==> src/rtl/sdram_port_arbiter.sv <==
`default_nettype none
// ============================================================================
// Module   : sdram_port_arbiter
// Brief    : Registered request/ack arbiter between N memory clients and the
//            single-port SDRAM controller. Fixed priority (port 0 highest) by
//            default; define ARB_ROUND_ROBIN_EN for rotating priority.
// Revision : 1.0  initial release
// ============================================================================
module sdram_port_arbiter #(
   parameter int NUM_PORTS  = 5,
   parameter int ADDR_WIDTH = 23,
   parameter int DATA_WIDTH = 8,
   localparam int GW        = $clog2(NUM_PORTS)
) (
   input  logic                             clk_sys,
   input  logic                             reset,
   input  logic [NUM_PORTS-1:0]             port_req,
   input  logic [NUM_PORTS-1:0]             port_we,
   input  logic [NUM_PORTS*ADDR_WIDTH-1:0]  port_addr,
   input  logic [NUM_PORTS*DATA_WIDTH-1:0]  port_din,
   output logic [NUM_PORTS-1:0]             port_ack,
   output logic [DATA_WIDTH-1:0]            port_dout,
   output logic                             mem_rd,
   output logic                             mem_we,
   output logic [ADDR_WIDTH-1:0]            mem_addr,
   output logic [DATA_WIDTH-1:0]            mem_din,
   input  logic [DATA_WIDTH-1:0]            mem_dout,
   input  logic                             mem_ready,
   output logic                             busy,
   output logic [GW-1:0]                    grant
);

   typedef enum logic [1:0] {
      S_IDLE  = 2'd0,
      S_ISSUE = 2'd1,
      S_WAIT  = 2'd2
   } state_t;

   state_t                  state_q;
   logic [NUM_PORTS-1:0]    ack_q;
   logic [DATA_WIDTH-1:0]   dout_q;
   logic                    rd_q;
   logic                    wr_q;
   logic                    we_q;
   logic [ADDR_WIDTH-1:0]   addr_q;
   logic [DATA_WIDTH-1:0]   din_q;
   logic                    busy_q;
   logic [GW-1:0]           grant_q;
   logic [GW-1:0]           grant_d;
   logic                    any_req;

`ifdef ARB_ROUND_ROBIN_EN
   logic [GW-1:0]           last_q;
   logic                    found;
   int                      cand;

   // Search starts one past the last winner and wraps around.
   always_comb begin
      any_req = |port_req;
      grant_d = '0;
      found   = 1'b0;
      cand    = 0;
      for (int k = 0; k < NUM_PORTS; k++) begin
         cand = (int'(last_q) + 1 + k) % NUM_PORTS;
         if (!found && port_req[cand]) begin
            grant_d = GW'(cand);
            found   = 1'b1;
         end
      end
   end
`else
   // Scanning downward lets the lowest requesting index win.
   always_comb begin
      any_req = |port_req;
      grant_d = '0;
      for (int k = NUM_PORTS - 1; k >= 0; k--) begin
         if (port_req[k]) grant_d = GW'(k);
      end
   end
`endif

   always_ff @(posedge clk_sys) begin
      if (reset) begin
         state_q <= S_IDLE;
         ack_q   <= '0;
         dout_q  <= '0;
         rd_q    <= 1'b0;
         wr_q    <= 1'b0;
         we_q    <= 1'b0;
         addr_q  <= '0;
         din_q   <= '0;
         busy_q  <= 1'b0;
         grant_q <= '0;
`ifdef ARB_ROUND_ROBIN_EN
         last_q  <= GW'(NUM_PORTS - 1);
`endif
      end else begin
         ack_q <= '0;
         rd_q  <= 1'b0;
         wr_q  <= 1'b0;
         case (state_q)
            S_IDLE: begin
               if (any_req) begin
                  grant_q <= grant_d;
                  we_q    <= port_we[grant_d];
                  addr_q  <= port_addr[int'(grant_d)*ADDR_WIDTH +: ADDR_WIDTH];
                  din_q   <= port_din[int'(grant_d)*DATA_WIDTH +: DATA_WIDTH];
                  // Strobe is launched here so it is visible during ISSUE.
                  rd_q    <= ~port_we[grant_d];
                  wr_q    <= port_we[grant_d];
                  busy_q  <= 1'b1;
                  state_q <= S_ISSUE;
`ifdef ARB_ROUND_ROBIN_EN
                  last_q  <= grant_d;
`endif
               end
            end
            S_ISSUE: begin
               state_q <= S_WAIT;
            end
            S_WAIT: begin
               if (mem_ready) begin
                  ack_q[grant_q] <= 1'b1;
                  if (!we_q) dout_q <= mem_dout;
                  busy_q  <= 1'b0;
                  state_q <= S_IDLE;
               end
            end
            default: begin
               state_q <= S_IDLE;
            end
         endcase
      end
   end

   assign port_ack  = ack_q;
   assign port_dout = dout_q;
   assign mem_rd    = rd_q;
   assign mem_we    = wr_q;
   assign mem_addr  = addr_q;
   assign mem_din   = din_q;
   assign busy      = busy_q;
   assign grant     = grant_q;

endmodule
`default_nettype wire

==> config.mk <==
export PLATFORM = sky130hd
export DESIGN_NAME = sdram_port_arbiter
export DESIGN_NICKNAME = d
export VERILOG_FILES = /design/src/rtl/sdram_port_arbiter.sv
export SDC_FILE = /design/constraint.sdc
export NUM_CORES = 1
export LEC_CHECK = 0
export CORE_AREA = 2 2 88 90
export DETAILED_ROUTE_END_ITERATION = 16
export DIE_AREA = 0 0 90 92
export DONT_BUFFER_PORTS = 1
export SETUP_SLACK_MARGIN = 0.1
export SYNTH_ARGS = -nofsm -noshare
export SYNTH_HDL_FRONTEND = slang
export SYNTH_SLANG_ARGS = --single-unit
==> constraint.sdc <==
create_clock -name clk_sys -period 2.1 [get_ports clk_sys]
set_clock_uncertainty 0.05 [all_clocks]
set_input_delay 0.42 -clock clk_sys [delete_from_list [all_inputs] [get_ports clk_sys]]
set_output_delay 0.42 -clock clk_sys [all_outputs]
set_load 0.05 [all_outputs]
==> reports/summary.md, run 1 <==
In the routed design, unresolved DRC markers number 0. For this design, the CTS-stage hold fixing added 0 buffers. In the detailed route, the total length drawn on met2 is 5.49 mm. The tools report the number of max-slew violations in the final report as 0.

The run gives 0 as the initial antenna violation count. The logs give 0 for the count of final hold-check violations and 0.110 ns for the worst hold slack after final layout. The worst setup path is captured at a flop.

The run gives 179 as the DRC marker count from the first detailed-route iteration. For the remaining antenna violation count after routing, the log shows 0. Met1 routed wirelength after detailed routing: 4.30 mm. The cell depth of the worst flop-to-flop path came out at 5. The tools report the post-synthesis instance area as 0.00333 sq mm.

The relative max-transition margin is 0.556, and the total clock buffers created by CTS is 5. Path class of the lowest-slack min-delay path: input pin to flop. The area overhead of the layout relative to synthesis is 5.85%, and the number of buffer and inverter instances along the worst setup path is 1. After legalization and detailed placement, the total HPWL measured 8.12 mm.

The logs give 0.989 mW for the power dissipated by switching net loads and 583 for the synthesized netlist net count. The slowest stage of the critical path belongs to the cell sky130_fd_sc_hd__nor2_1. The region available for standard cell placement spans 0.00745 sq mm. Counting buffers and inverters, the worst setup path is 5 cells deep.

The number of register bits inferred by synthesis was 53. Layout cell share with drive strength beyond 1: 0.117. The number of instances in the synthesized netlist is 407, and the count of cell types in the netlist is 46.

In the routed layout, each cell is associated on average with a via count of 6.48. The maximum fanout along the worst path came out at 6. The highest metal layer carrying signal wires in the routed design is met4. The tools report the number of gates resized after cts as 0. The flow ran to the end, and the final reports show no timing, DRC or antenna violations. The number of global-route vias before repair was 3012. Most common library cell in the layout ignoring fill and taps: sky130_fd_sc_hd__a21oi_1. TritonCTS built the clock tree. Clock-pin slew was measured on the worst setup and hold paths at 0.11 ns. Setup repair after global routing left no endpoint under its margin. Summed over all layers, the routed wires come to 10.8 mm.

The width of the die came out at 90 microns. The share of synthesized cell area in full adder, half adder and majority cells was 0; the mux contribution to synthesized area was 0.0435. The tools report the root buffer selected by CTS as sky130_fd_sc_hd__clkbuf_8. The clock drives 53 sinks. For the portion of total power attributed to combinational logic, the log shows 0.200. The dominant combinational cell family by area after synthesis is compound AO/OA/AOI/OAI gates.

Across the VDD grid, the largest voltage drop is 287 uV. The first global-routing pass estimated 16.4 mm of wire. The total negative slack for setup checks came out at 0 ns.

The number of rows created at floorplan is 32. Traced cell by cell, the critical path runs through nor2_1 > a211oi_2 > buf_4 > and2_1 > a221o_1. The number of placed I/O pins is 226. Detailed-routed wire length on met3: 897 microns. The placer's final routability congestion estimate was 0.863; the maximum clock path buffer count was 2.

For the detailed-route via count, the log shows 3214. Startpoint-to-endpoint class of the critical path: flop to flop. The post-synthesis xor/xnor area fraction is 0, and the height of the die is 92 microns. The tools report the maximum number of pins on one net before global-route repair as 56.

Dividing the synthesized area by the synthesized cell count gives 8.19 sq um. Data arrival time of the critical path: 1.82 ns. The critical path data required time is 2.26 ns, and the post-placement cell count is 488. The simple-gate share of the synthesized area was 0.200; the number of synthesized flops with an enable pin was 0.

Counting I/O delays and the setup requirement, the final critical path takes 1.66 ns. The slew at the pin closest to its max-slew limit works out to 0.665 ns. The logs give 0.448 for the starting utilization of the core area and 0.602 GHz for the highest attainable clock frequency. The later pin in the worst-skew pair is clocked with a latency of 0.31 ns. For this design the ratio of total power to cell area is 727 mW/mm^2. The non-filler instance count after layout is 496. Yosys printed 0 warnings.

For the clock network power share, the log shows 0.236. The internal power of the cells totals 1.58 mW. Global-route usage over all layers: 0.247.

The run gives 0 as the total inserted antenna cells. The portion of total power attributed to sequential cells came out at 0.564. For this run, the leading register cell type out of synthesis is sky130_fd_sc_hd__dfxtp_1. The H-tree level count came out at 2. The fraction of registers with async set/reset is 0, and the post-layout utilization of the core is 0.474.

Detailed-routing iteration count for the pre-antenna-repair pass: 4. The logs give 0.318 for the sequential-to-total area share from yosys stat and 0 for the total of max-cap violations. STA classifies the critical path startpoint as a flop.

Setup violations remaining at the end of the flow were counted as 0. The die covers 0.00828 sq mm. The number of I/O port buffers is 0, and the aggregate global routing overflow is 0. Leaving out fill and tap cells, the most frequent cells in the layout are sky130_fd_sc_hd__a21oi_1, sky130_fd_sc_hd__dfxtp_1, sky130_fd_sc_hd__nand2_1. Number of nets at the end of the flow: 569. The total power consumption of the routed design came out at 2.56 mW. The net switching fraction of the power was 0.386.

The fraction of the cycle the final worst path needs was 0.791. The cell count of the worst hold path came out at 1. The tools report the leakage component of the power as 1.25 nW.

The share of the synthesized area in compound gates (AO/OA/AOI/OAI) was 0.364. The mean routed wirelength per cell works out to 21.8 microns. The longest individual stage delay on the worst path works out to 0.39 ns. The cell family with the largest share of critical-path delay was simple AND/OR/NAND/NOR gates. After clock tree synthesis, the setup repair step added 0 buffers.
==> synthesized netlist by cell type, types with 7 or more instances <==
library cell,count,area share
sky130_fd_sc_hd__a21oi_1,57,0.086
sky130_fd_sc_hd__a221o_1,13,0.039
sky130_fd_sc_hd__nand2_1,30,0.034
sky130_fd_sc_hd__a22oi_1,9,0.020
sky130_fd_sc_hd__nor2b_1,19,0.036
sky130_fd_sc_hd__dfxtp_1,53,0.32
sky130_fd_sc_hd__o31ai_1,14,0.032
sky130_fd_sc_hd__clkbuf_1,24,0.027
sky130_fd_sc_hd__and4_1,8,0.021
sky130_fd_sc_hd__inv_1,14,0.016
sky130_fd_sc_hd__a41oi_1,14,0.037
sky130_fd_sc_hd__buf_4,7,0.016
sky130_fd_sc_hd__o22ai_1,10,0.019
sky130_fd_sc_hd__o21bai_1,14,0.032
sky130_fd_sc_hd__o21ai_0,25,0.038
sky130_fd_sc_hd__nor3b_1,17,0.038
sky130_fd_sc_hd__and2_1,8,0.015
sky130_fd_sc_hd__nor2_1,11,0.012
==> logic make-up (layout without fill, tap and decap cells) <==
| family | Yosys count | in the layout |
|---|---|---|
| buf+inv | 55 | 42 |
| simple gates | 112 | 112 |
| flops | 53 | 53 |
| mux | 7 | 7 |
| compound gates | 180 | 180 |
==> through the flow <==
stage,setup slack [ns],instance area (sq um)
2_1_floorplan,0.126,3340
3_3_place_gp,0.157,3440
3_5_place_dp,0.132,3440
4_1_cts,0.447,3530
5_1_grt,0.367,3530
6_report,0.438,3530
==> routing by layer <==
| metal | vias to the layer above | track usage |
|---|---|---|
| li1 | 1514 | - |
| met1 | 1536 | 0.290 |
| met2 | 152 | 0.449 |
| met3 | 12 | 0.0698 |
| met4 | 0 | 0.0538 |
| met5 | - | 0 |
==> state kept, by name, indices dropped and copies added, names as in the netlist <==
| name | cells |
|---|---|
| mem_addr | 23 |
| state_q | 2 |
| port_dout | 8 |
| we_q | 1 |
| mem_rd | 1 |
| busy | 1 |
| mem_we | 1 |
| mem_din | 8 |
| grant | 3 |
| port_ack | 5 |
==> power by group through the flow <==
stage | registers, mW | clock network (mW) | logic [mW]
after global routing | 1.46 | 0.662 | 0.569
after detailed placement | 1.47 | 0 | 0.513
final | 1.45 | 0.605 | 0.514
after global placement | 1.47 | 0 | 0.503
after CTS | 1.45 | 0.630 | 0.514
after floorplan | 1.47 | 0 | 0.421
==> path summary, 6_finish.rpt <==
kind | slack [ns] | from | end
setup / recovery | 0.44 | state_q[1] | mem_addr[15]
hold / removal | 0.11 | reset | grant[0]
setup reg to reg | 0.44 | state_q[1] | mem_addr[15]
hold reg to reg | 0.53 | mem_din[3] | mem_din[3]
==> area by class of cell <==
cell class / instances / area (sq um)
Fill cell: 750 / 3920
Multi-Input combinational cell: 299 / 2040
Sequential cell: 53 / 1060
Timing Repair Buffer: 20 / 150
Tap cell: 102 / 128
Clock buffer: 5 / 68.8
Inverter: 14 / 52.6
Clock inverter: 3 / 25.0
No activity file was read; power rests on OpenSTA's default activity.
==> inputs of run 2 (changes only) <==
clock period = 1.5 ns   (was 2.1 ns; I/O delays follow)
==> run 2 against run 1 <==
Net effect: the run now ends with negative hold slack left; flip-flop and latch count stayed put; sequential share of layout area down 3.7 points; via count up 3.0%; final area grew 15%; register-to-register slack worse by 0.40 ns.
==> reports/summary.md, run 2 (same netlist as run 1, synthesis figures left out) <==
The flow ran to the end, but the final reports show violations. The final reports fail on negative hold slack. The relative max-transition margin came out at 0.626. The hold path startpoint was reset. The slew at the pin closest to its max-slew limit works out to 0.560 ns. Setup repair after global routing could not meet its margin everywhere. TritonCTS built the clock tree. Subtracting the final worst setup slack from the clock period gives 1.46 ns.

The net switching fraction of the power was 0.388; the portion of total power attributed to combinational logic was 0.263. Cell area reported after detailed placement: 0.00377 sq mm. The tools report the start point of the critical path as state_q[0].

Summed over all layers, the global routing overflow is 0. The global-route usage over all layers is 0.247. Measured along the y axis, the die boundary spans 92 microns. Summed over all nets, the switching power comes to 1.49 mW.

The portion of total power attributed to sequential cells is 0.504, and the total of max-cap violations is 0. Starting utilization of the core area: 0.448. The tightest min-delay check is of the input pin to flop type. Clock tree synthesis selected as its root buffer the cell sky130_fd_sc_hd__clkbuf_8. The worst-case IR drop observed on VDD is 489 uV. 226 I/O pins were placed. From left edge to right edge, the die measures 90 microns. No sink is reached through more buffers than the 2 on the longest clock path.

Power comes to 3.85 mW. The critical path is of the flop to flop type. The mean routed wirelength per cell is 20.7 microns.

OpenSTA, run right after detailed placement, puts the worst setup slack at -0.242 ns. The cell count of the worst hold path works out to 1. The most common library cell in the layout ignoring fill and taps is sky130_fd_sc_hd__dfxtp_1.

After floorplanning, the core was divided into 32 placement rows. The register with the most flip-flops in the layout has 23 of them. The longest individual stage delay on the worst path is 0.38 ns, and the number of max-slew violations in the final report is 0. The run gives 169 as the DRC marker count from the first detailed-route iteration. CTS built an H-tree with a depth of 2.

The non-filler instance count after layout is 528, and the maximum fanout along the worst path is 6. The count of final hold-check violations is 20. The clock network power share was 0.233. Critical-path cell with the highest stage delay: sky130_fd_sc_hd__dfxtp_4. At the worst endpoint, the arrival time is 1.62 ns. The number of global-route vias before repair came out at 3192.

The final layout contains 601 nets. Dividing total power by cell area gives a power density of 953 mW/mm^2. The routed design has 10.9 mm of wire. The tree built by TritonCTS fans out to 53 sinks.

The clock slew at the register clock pins of the worst setup and hold paths is 0.11 ns, and the total clock buffers created by CTS is 5. The area growth from synthesis to layout is 21.3%. Setup violations remaining at the end of the flow were counted as 0.

The via count normalized by instance count was 6.27. The final worst slack came out at 0.0356 ns. STA puts the critical path data required time at 1.66 ns. The critical path goes through nor3b_4 > a211oi_2 > buf_4 > and2_4 > a221o_1. The post-layout utilization of the core was 0.543; the number of I/O port buffers was 0. The total area inside the core boundary comes to 0.00745 sq mm. The congestion estimate from routability-driven global placement came to 0.796. The tools report the maximum number of pins on one net before global-route repair as 56. For the DRC violation count after routing, the log shows 0. The fraction of the cycle the final worst path needs came out at 0.976. For the worst hold slack after final layout, the log shows -0.0255 ns.

The initial antenna violation count was 0. The detailed router placed 3310 vias in this run. The number of antenna diodes in the final layout is 0. The first global-routing pass estimated 16.4 mm of wire.

Before antenna repair, the detailed router went through 5 iterations. The internal portion of the total power is 2.36 mW. The die covers 0.00828 sq mm. Clock latency on the worst-skew pair, taken at its later pin, is 0.32 ns.

Measured in cells, the most critical reg-to-reg path has a length of 5. The kind of start point of the critical path was a flop. In the layout the commonest cells are sky130_fd_sc_hd__dfxtp_1, sky130_fd_sc_hd__buf_4, sky130_fd_sc_hd__a21oi_1. Setup slack on the worst reg-to-reg path comes out at 0.04 ns. The tools report the capturing element type of the critical path as a flop. The post-placement cell count came out at 516. The highest attainable clock frequency is 0.683 GHz, and the remaining antenna violation count after routing is 0.

After routing the design area is 0.00405 sq mm. The leakage component of the power is 1.48 nW. The layout cell share with drive strength beyond 1 came out at 0.300. For the total negative slack for setup checks, the log shows 0 ns. In this run the critical register-to-register path is launched from state_q[0]. The run gives 8.09 mm as the estimated wirelength of the detail-placed design.
run 2: cell count changes in the layout (fill, tap and decap cells not counted), moves of 5 or more:
cell and delta:
sky130_fd_sc_hd__o21ai_0 -20, sky130_fd_sc_hd__o21ai_1 +18, sky130_fd_sc_hd__buf_4 +25, sky130_fd_sc_hd__nand2_1 -9, sky130_fd_sc_hd__and2_1 -7, sky130_fd_sc_hd__a41oi_1 -5
sky130_fd_sc_hd__a41oi_2 +5, sky130_fd_sc_hd__a21oi_2 +16, sky130_fd_sc_hd__nand2_2 +8, sky130_fd_sc_hd__and2_4 +7, sky130_fd_sc_hd__a21oi_1 -16
run 2: final cells by class:
| class | count | area [sq um] |
|---|---|---|
| fill | 717 | 3400 |
| multi-input combinational | 299 | 2260 |
| timing repair buffer | 52 | 443 |
| sequential | 53 | 1070 |
| clock inverter | 3 | 28.8 |
| clock buffer | 5 | 68.8 |
| tap | 102 | 128 |
| inverter | 14 | 52.6 |
run 2: path summary, 6_finish.rpt:
kind	endpoint
worst min-delay path	port_dout[5]
worst min register to register	port_ack[4]
worst max-delay path	mem_addr[15]
worst max register to register	mem_addr[15]
run 2: routing by layer:
| metal | track usage | part of all wire |
|---|---|---|
| met1 | 0.288 | 0.38 |
| met2 | 0.444 | 0.52 |
| met3 | 0.0748 | 0.086 |
| met4 | 0.0603 | 0.013 |
| met5 | 0 | 0 |
run 2: power groups by stage:
stage,sequential (mW),clock [mW],combinational (mW)
global route,1.96,0.972,1.10
floorplan,2.06,0,0.654
CTS,1.94,0.923,0.982
global placement,1.96,0,0.945
finish,1.94,0.898,1.01
detailed placement,1.97,0,0.961
run 2: critical path, delay by kind of cell (launching register included):
kind,cells,cell delay [ns]
AO/OA/AOI/OAI,2,0.34
buffers and inverters,1,0.18
flip-flops,1,0.38
AND/OR/NAND/NOR,2,0.40
run 2: what timing repair did:
action                                 CTS  global route
gates resized for setup                 12            36
pin swaps                                5            12
gates cloned                             1             0
endpoints found under the hold margin   21            20
setup endpoints to repair               26            46
setup buffers                            1             2
